===== config.mk =====
export PLATFORM = sky130hd
export DESIGN_NAME = btn_event_decoder
export DESIGN_NICKNAME = d
export VERILOG_FILES = /design/src/rtl/btn_event_decoder.sv
export SDC_FILE = /design/constraint.sdc
export NUM_CORES = 1
export LEC_CHECK = 0
export ABC_AREA = 1
export ABC_CLOCK_PERIOD_IN_PS = 1300
export CAP_MARGIN = 40
export CELL_PAD_IN_SITES_DETAIL_PLACEMENT = 0
export CELL_PAD_IN_SITES_GLOBAL_PLACEMENT = 1
export CORE_ASPECT_RATIO = 0.6
export CORE_MARGIN = 10
export CORE_UTILIZATION = 30
export CTS_BUF_LIST = sky130_fd_sc_hd__clkbuf_8 sky130_fd_sc_hd__clkbuf_16
export DETAILED_ROUTE_END_ITERATION = 12
export GPL_ROUTABILITY_DRIVEN = 0
export HOLD_SLACK_MARGIN = 0.03
export MAX_ROUTING_LAYER = met4
export PLACE_DENSITY = 0.7
export SLEW_MARGIN = 0
export SYNTH_ARGS = -nofsm -noshare
export SYNTH_HDL_FRONTEND = slang
export SYNTH_SLANG_ARGS = --single-unit

===== constraint.sdc =====
create_clock -name clk -period 1.3 [get_ports clk]
set_input_delay 0.13 -clock clk [delete_from_list [all_inputs] [get_ports clk]]
set_output_delay 0.13 -clock clk [all_outputs]
set_load 0.05 [all_outputs]

===== src/rtl/btn_event_decoder.sv =====
// Classifies a debounced button level into one-cycle press/release/click/double-click/long/repeat events.
// Define BTN_AUTOREPEAT_EN to generate repeat_pulse while a long press is held.
module btn_event_decoder #(
    parameter int LONG_CYCLES   = 100,
    parameter int REPEAT_CYCLES = 20,
    parameter int DCLICK_CYCLES = 30
) (
    input  logic clk,
    input  logic rst,
    input  logic db_in,
    output logic held,
    output logic press_pulse,
    output logic release_pulse,
    output logic click,
    output logic dbl_click,
    output logic long_press,
    output logic repeat_pulse
);

    localparam int MAX_LR  = (LONG_CYCLES > REPEAT_CYCLES) ? LONG_CYCLES : REPEAT_CYCLES;
    localparam int MAX_ALL = (MAX_LR > DCLICK_CYCLES) ? MAX_LR : DCLICK_CYCLES;
    localparam int CW      = $clog2(MAX_ALL) + 1;

    typedef enum logic [2:0] {
        ARM,
        IDLE,
        PRESSED,
        LONG,
        WAIT2,
        PRESSED2
    } state_t;

    state_t        state_q, state_d;
    logic [CW-1:0] cnt_q, cnt_d;
    logic          prev_q;
    logic          held_q, held_d;
    logic          press_q, press_d;
    logic          release_q, release_d;
    logic          click_q, click_d;
    logic          dbl_q, dbl_d;
    logic          long_q, long_d;
    logic          repeat_q, repeat_d;
    logic          rise;

    assign rise = db_in & ~prev_q;

    always_ff @(posedge clk or posedge rst) begin
        if (rst) begin
            state_q   <= ARM;
            cnt_q     <= '0;
            prev_q    <= 1'b0;
            held_q    <= 1'b0;
            press_q   <= 1'b0;
            release_q <= 1'b0;
            click_q   <= 1'b0;
            dbl_q     <= 1'b0;
            long_q    <= 1'b0;
            repeat_q  <= 1'b0;
        end else begin
            state_q   <= state_d;
            cnt_q     <= cnt_d;
            prev_q    <= db_in;
            held_q    <= held_d;
            press_q   <= press_d;
            release_q <= release_d;
            click_q   <= click_d;
            dbl_q     <= dbl_d;
            long_q    <= long_d;
            repeat_q  <= repeat_d;
        end
    end

    // The shared counter advances by default and is cleared on every state change.
    always_comb begin
        state_d   = state_q;
        cnt_d     = cnt_q + 1'b1;
        held_d    = (state_q == ARM) ? 1'b0 : db_in;
        press_d   = 1'b0;
        release_d = 1'b0;
        click_d   = 1'b0;
        dbl_d     = 1'b0;
        long_d    = 1'b0;
        repeat_d  = 1'b0;

        unique case (state_q)
            ARM: begin
                cnt_d = '0;
                if (!db_in) begin
                    state_d = IDLE;
                end
            end
            IDLE: begin
                cnt_d = '0;
                if (rise) begin
                    state_d = PRESSED;
                    press_d = 1'b1;
                end
            end
            PRESSED: begin
                if (!db_in) begin
                    state_d   = WAIT2;
                    cnt_d     = '0;
                    release_d = 1'b1;
                end else if (cnt_q == CW'(LONG_CYCLES - 1)) begin
                    state_d = LONG;
                    cnt_d   = '0;
                    long_d  = 1'b1;
                end
            end
            LONG: begin
                if (!db_in) begin
                    state_d   = IDLE;
                    cnt_d     = '0;
                    release_d = 1'b1;
                end else begin
`ifdef BTN_AUTOREPEAT_EN
                    if (cnt_q == CW'(REPEAT_CYCLES - 1)) begin
                        cnt_d    = '0;
                        repeat_d = 1'b1;
                    end
`else
                    cnt_d = '0;
`endif
                end
            end
            WAIT2: begin
                // A second press landing on the timeout edge still counts as a double click.
                if (rise) begin
                    state_d = PRESSED2;
                    cnt_d   = '0;
                    press_d = 1'b1;
                    dbl_d   = 1'b1;
                end else if (cnt_q == CW'(DCLICK_CYCLES - 1)) begin
                    state_d = IDLE;
                    cnt_d   = '0;
                    click_d = 1'b1;
                end
            end
            PRESSED2: begin
                cnt_d = '0;
                if (!db_in) begin
                    state_d   = IDLE;
                    release_d = 1'b1;
                end
            end
            default: begin
                state_d = ARM;
                cnt_d   = '0;
            end
        endcase
    end

    assign held          = held_q;
    assign press_pulse   = press_q;
    assign release_pulse = release_q;
    assign click         = click_q;
    assign dbl_click     = dbl_q;
    assign long_press    = long_q;
    assign repeat_pulse  = repeat_q;

endmodule

### Word-level counts from Yosys, hierarchy flattened

Cells that the tools add are included.

| storage, ports and cells | value |
|---|---|
| register bits after elaboration | 18 |
| logic and storage cells | 52 |

| cells by class | value |
|---|---|
| add/subtract/negate cells | 1 |
| equal/unequal tests | 11 |
| mux-type cells | 24 |
| bitwise operators | 2 |
| reduce and logical (&&, ||, !) cells | 5 |

Operators with widths:

| kind | number |
|---|---|
| $mux 8 | 4 |
| $mux 3 | 6 |
| $pmux 8 s2 | 1 |
| $mux 1 | 12 |
| $pmux 3 s4 | 1 |
| $add 8x1->8 const B | 1 |
| $eq 8x5->1 const B | 1 |
| $eq 8x7->1 const B | 1 |
| $eq 3x2->1 const B | 2 |
| $eq 3x3->1 const B | 2 |
| $ne 3x3->1 const B | 2 |
| $reduce_or 3->1 | 2 |
| $ne 2x2->1 const B | 2 |
| $reduce_and 4->1 | 1 |
| $eq 3x1->1 const B | 1 |
| $logic_not 3->1 | 1 |
| $reduce_or 2->1 | 1 |
| $and 1x1->1 | 1 |
| $not 1->1 | 1 |

### Depth between registers and ports, before layout

| logic depth | value |
|---|---|
| depth after elaboration | 4 |
| mapped depth | 10 |

### Worst setup path after synthesis

No wires, ideal clock.

| timing path | value |
|---|---|
| kind | register to register |
| from | register cnt_q[0] |
| to | register state_q[0] |
| library setup time | 123 ps |
| arrival time | 1,156 ps |
| data required time | 1,177 ps |
| slack | 21 ps |
| stages on the path, launching flop included | 9 |
| path buffers | 0 |
| clock period less this slack | 1,279 ps |
| path through | dfrtp_1 > ha_1 > nand2_1 > nor2_1 > nand2_1 > nand2_1 > nand2_1 > o21ai_0 > nand2_1 |

| on the way | value |
|---|---|
| word-level cells in the longest chain between the ends | 3 |
| elaborated cells on any way between the ends | 5 |
| classes of those cells | eq/ne: 4; reduce/logical: 1 |

RTL lines:

| element | line | text |
|---|---|---|
| from (decl) | 34 | `logic [CW-1:0] cnt_q, cnt_d;` |
| from (signal assigned) | 61 | `cnt_q <= cnt_d;` |
| $eq 8x5->1 / $eq 8x7->1 (equally long branches) | 133, 104 |  |
| $ne 3x3->1 (no line) | n/a |  |
| $reduce_and 4->1 (no line) * | n/a |  |
| to (signal assigned) | 60 | `state_q <= state_d;` |
| to (decl) | 33 | `state_t state_q, state_d;` |

Every way passes the cells marked *; elsewhere a longest branch is shown, timed or not.
A chain may end at the register's enable or synchronous reset.

### Final worst setup path

| timing path | value |
|---|---|
| from | register cnt_q[1] |
| to | register state_q[1] |

The elaborated chain is that of the path after synthesis.

==> results.yml <==
outcome:
  status: "complete, but fails checks"
  violations: "negative setup slack"
worst_setup_path:
  reg2reg_to: "state_q[1]"
  worstPathRequired_ps: 1440
  critPathArrivalTime_ps: 1520
  setup.worst_path.end_class: "register"
  crit_path_start_kind: "register"
  crit_type: "reg -> reg"
  critPathLaunch: "cnt_q[1]"
  r2r.worst_path.cells: 9
  reg2reg_from: "cnt_q[1]"
  ff2ff_setup_slack_ps: -80
  cp_max_fo: 4
  crit_path_end: "state_q[1]"
cells_and_area:
  fin_area_um2: 1290
  fill_cells: 276
  area_growth_pct: 43.0
  multiInputGateArea_um2: 442
  final_common_cell: "nand2_1"
  diodes: 0
  drive_above_1_share: 0.353
  most-common-layout-cells: "nand2_1 (19), dfrtp_1 (18), buf_4 (15), nor2_1 (14), inv_1 (10)"
  regArea_um2: 450
  nets: 140
grt:
  overflow: 0
  grtUsageTotal: 0.0759
  antenna_found_initial: 0
  grt_max_degree: 19
  grt_pass1_vias: 709
  grt_pass1_wl_um: 3410
min_path:
  hp-class: "in -> async"
clock_network:
  cts_tree: "built"
  root_buffer: "clkbuf_8"
  numCtsBuffers: 3
  clockBufferDepth: 2
  htreeDepth: 1
  ctsHoldBuffers: 0
  clk_pin_slew_ps: 60
  cts_sinks: 18
  clock_latency_ps: 250
sta:
  fmaxAchievable_mhz: 725
  period_needed_ps: 1380
  finalHoldViolCount: 0
  finalClockSkew_ps: 0.614
  setup-violations-final: 11
  grt_setup_unrepaired: "true"
  min_period_over_period: 1.06
  setup_tns_ps: -393
  maxSlewViolCount: 0
  fin_ws_ps: -80.2
detailed_routing:
  drtAntennaViolNets: 0
  first_pass_iters: 4
  drt_iter0_markers: 72
  viasPerCell: 4.41
  num_vias: 772
  drt_wl_total_um: 2070
  drc_errors: 0
  drt-wirelength-per-cell_um: 11.8
synth:
  async_reset_ff_frac: 1.00
  synth_cell_type_count: 21
  syn-num-nets: 113
  syn_inst: 108
  yosysTopAreaCellShare: 0.499
  yosysSeqAreaShare: 0.499
  synth_edf_count: 0
  synth.area.top_cells: "dfrtp_1 (50%), nand2_1 (10%), nor2_1 (6.7%)"
  ys_warn_count: 0
  ys.flop_type: "dfrtp_1"
  synth_area_per_cell_um2: 8.35
  synth_seq_cells: 18
  netlist_area_um2: 902
  synth_largest_area_cell: "dfrtp_1"
power_and_ir_drop:
  powerDensity_nw_per_um2: 1660
  vdd_drop_max_mv: 0.656
  p_leak_nw: 0.590
die:
  die_w_um: 90.8
  num_io_pins: 10
  die_area_um2: 5670
  die_y_um: 62.5
  rows: 15
  initial_utilization: 0.314
  core_area_um2: 2870
placed_design:
  hpwl_um: 1520
  dpl-instance-area_um2: 1170
  io_buffers: 8
run:
  drv_cap: 0
[worst max-delay path, cell delays in order, from the launching register on]
cell and delay (ps):
dfrtp_1 400, inv_1 70, ha_2 170, nand2_2 70, nor2_4 110, nand2_2 80
nand2_4 100, nand2_4 60, o21ai_1 140, nand2_1 60
[cells by family after synthesis]
kind of cell    Yosys count  share of synthesized area
compound gates           10                     0.0596
xor+xnor                  4                     0.0388
fa+ha+maj                 2                     0.0277
buf+inv                  14                     0.0624
flops                    18                      0.499
other cells               1                    0.00416
simple gates             59                      0.308
[report_power, final]
part           internal [W]  switching [W]  total, W
logic              0.000418       0.000579  0.000997
registers          0.000650       0.000119  0.000769
clock network      0.000205       0.000172  0.000377
[per-layer routing]
metal  global-route usage  part of all wire  vias to the layer above
met5                    -                 0                        -
met4               0.0233            0.0068                        0
met3               0.0300             0.044                        2
met2               0.0995              0.42                       15
met1                0.103              0.53                      366
li1                     -                 -                      389
[synth_stat cells (2+ instances only)]
library cell	number
nand3_1	6
nand2_1	24
nand2_2	3
ha_1	2
nor3_1	2
nand4_1	2
inv_2	3
dfrtp_1	18
xor2_1	3
nor2_2	4
nor2_1	16
inv_1	10
o21ai_0	5
a21oi_1	3
[worst min path at each step]
| stage | start | to | slack (ps) | depth (start not counted) |
|---|---|---|---|---|
| final | rst | release_pulse | 210 | 3 |
| after global routing | rst | long_press | 240 | 3 |
| after CTS | rst | cnt_q[0] | 210 | 3 |
| after detailed placement | rst | long_press | 470 | 3 |
| after global placement | rst | cnt_q[5] | 470 | 3 |
| after floorplan | rst | click | 70 | 1 |
[layout make-up]
type,instances,area share
Clock buffer,3,0.0320
Inverter,13,0.0398
Tap cell,42,0.0407
Multi-Input combinational cell,76,0.342
Sequential cell,18,0.349
Timing Repair Buffer,23,0.196
[through the flow]
step           std cells  setup slack (ps)  utilization  hold WS, ps  power, W
2_1_floorplan        108              20.9            -         68.6   0.00132
6_report             175             -80.2        0.449          206   0.00214
3_3_place_gp         168             -71.3        0.407          467   0.00164
3_5_place_dp         168             -92.0        0.407          472   0.00164
5_1_grt              175              -173        0.449          244   0.00231
4_1_cts              173              7.43        0.428          211   0.00207
[state kept, by name, indices dropped and copies added (netlist names)]
register	count
cnt_q	8
state_q	3
click	1
dbl_click	1
held	1
long_press	1
press_pulse	1
prev_q	1
release_pulse	1
[timing repair]
action	CTS	global route
setup endpoints to repair	5	11
pin swaps	0	8
resized for setup	3	14
buffers inserted	2	2
Note: power is estimated with default switching activity, not from simulation.
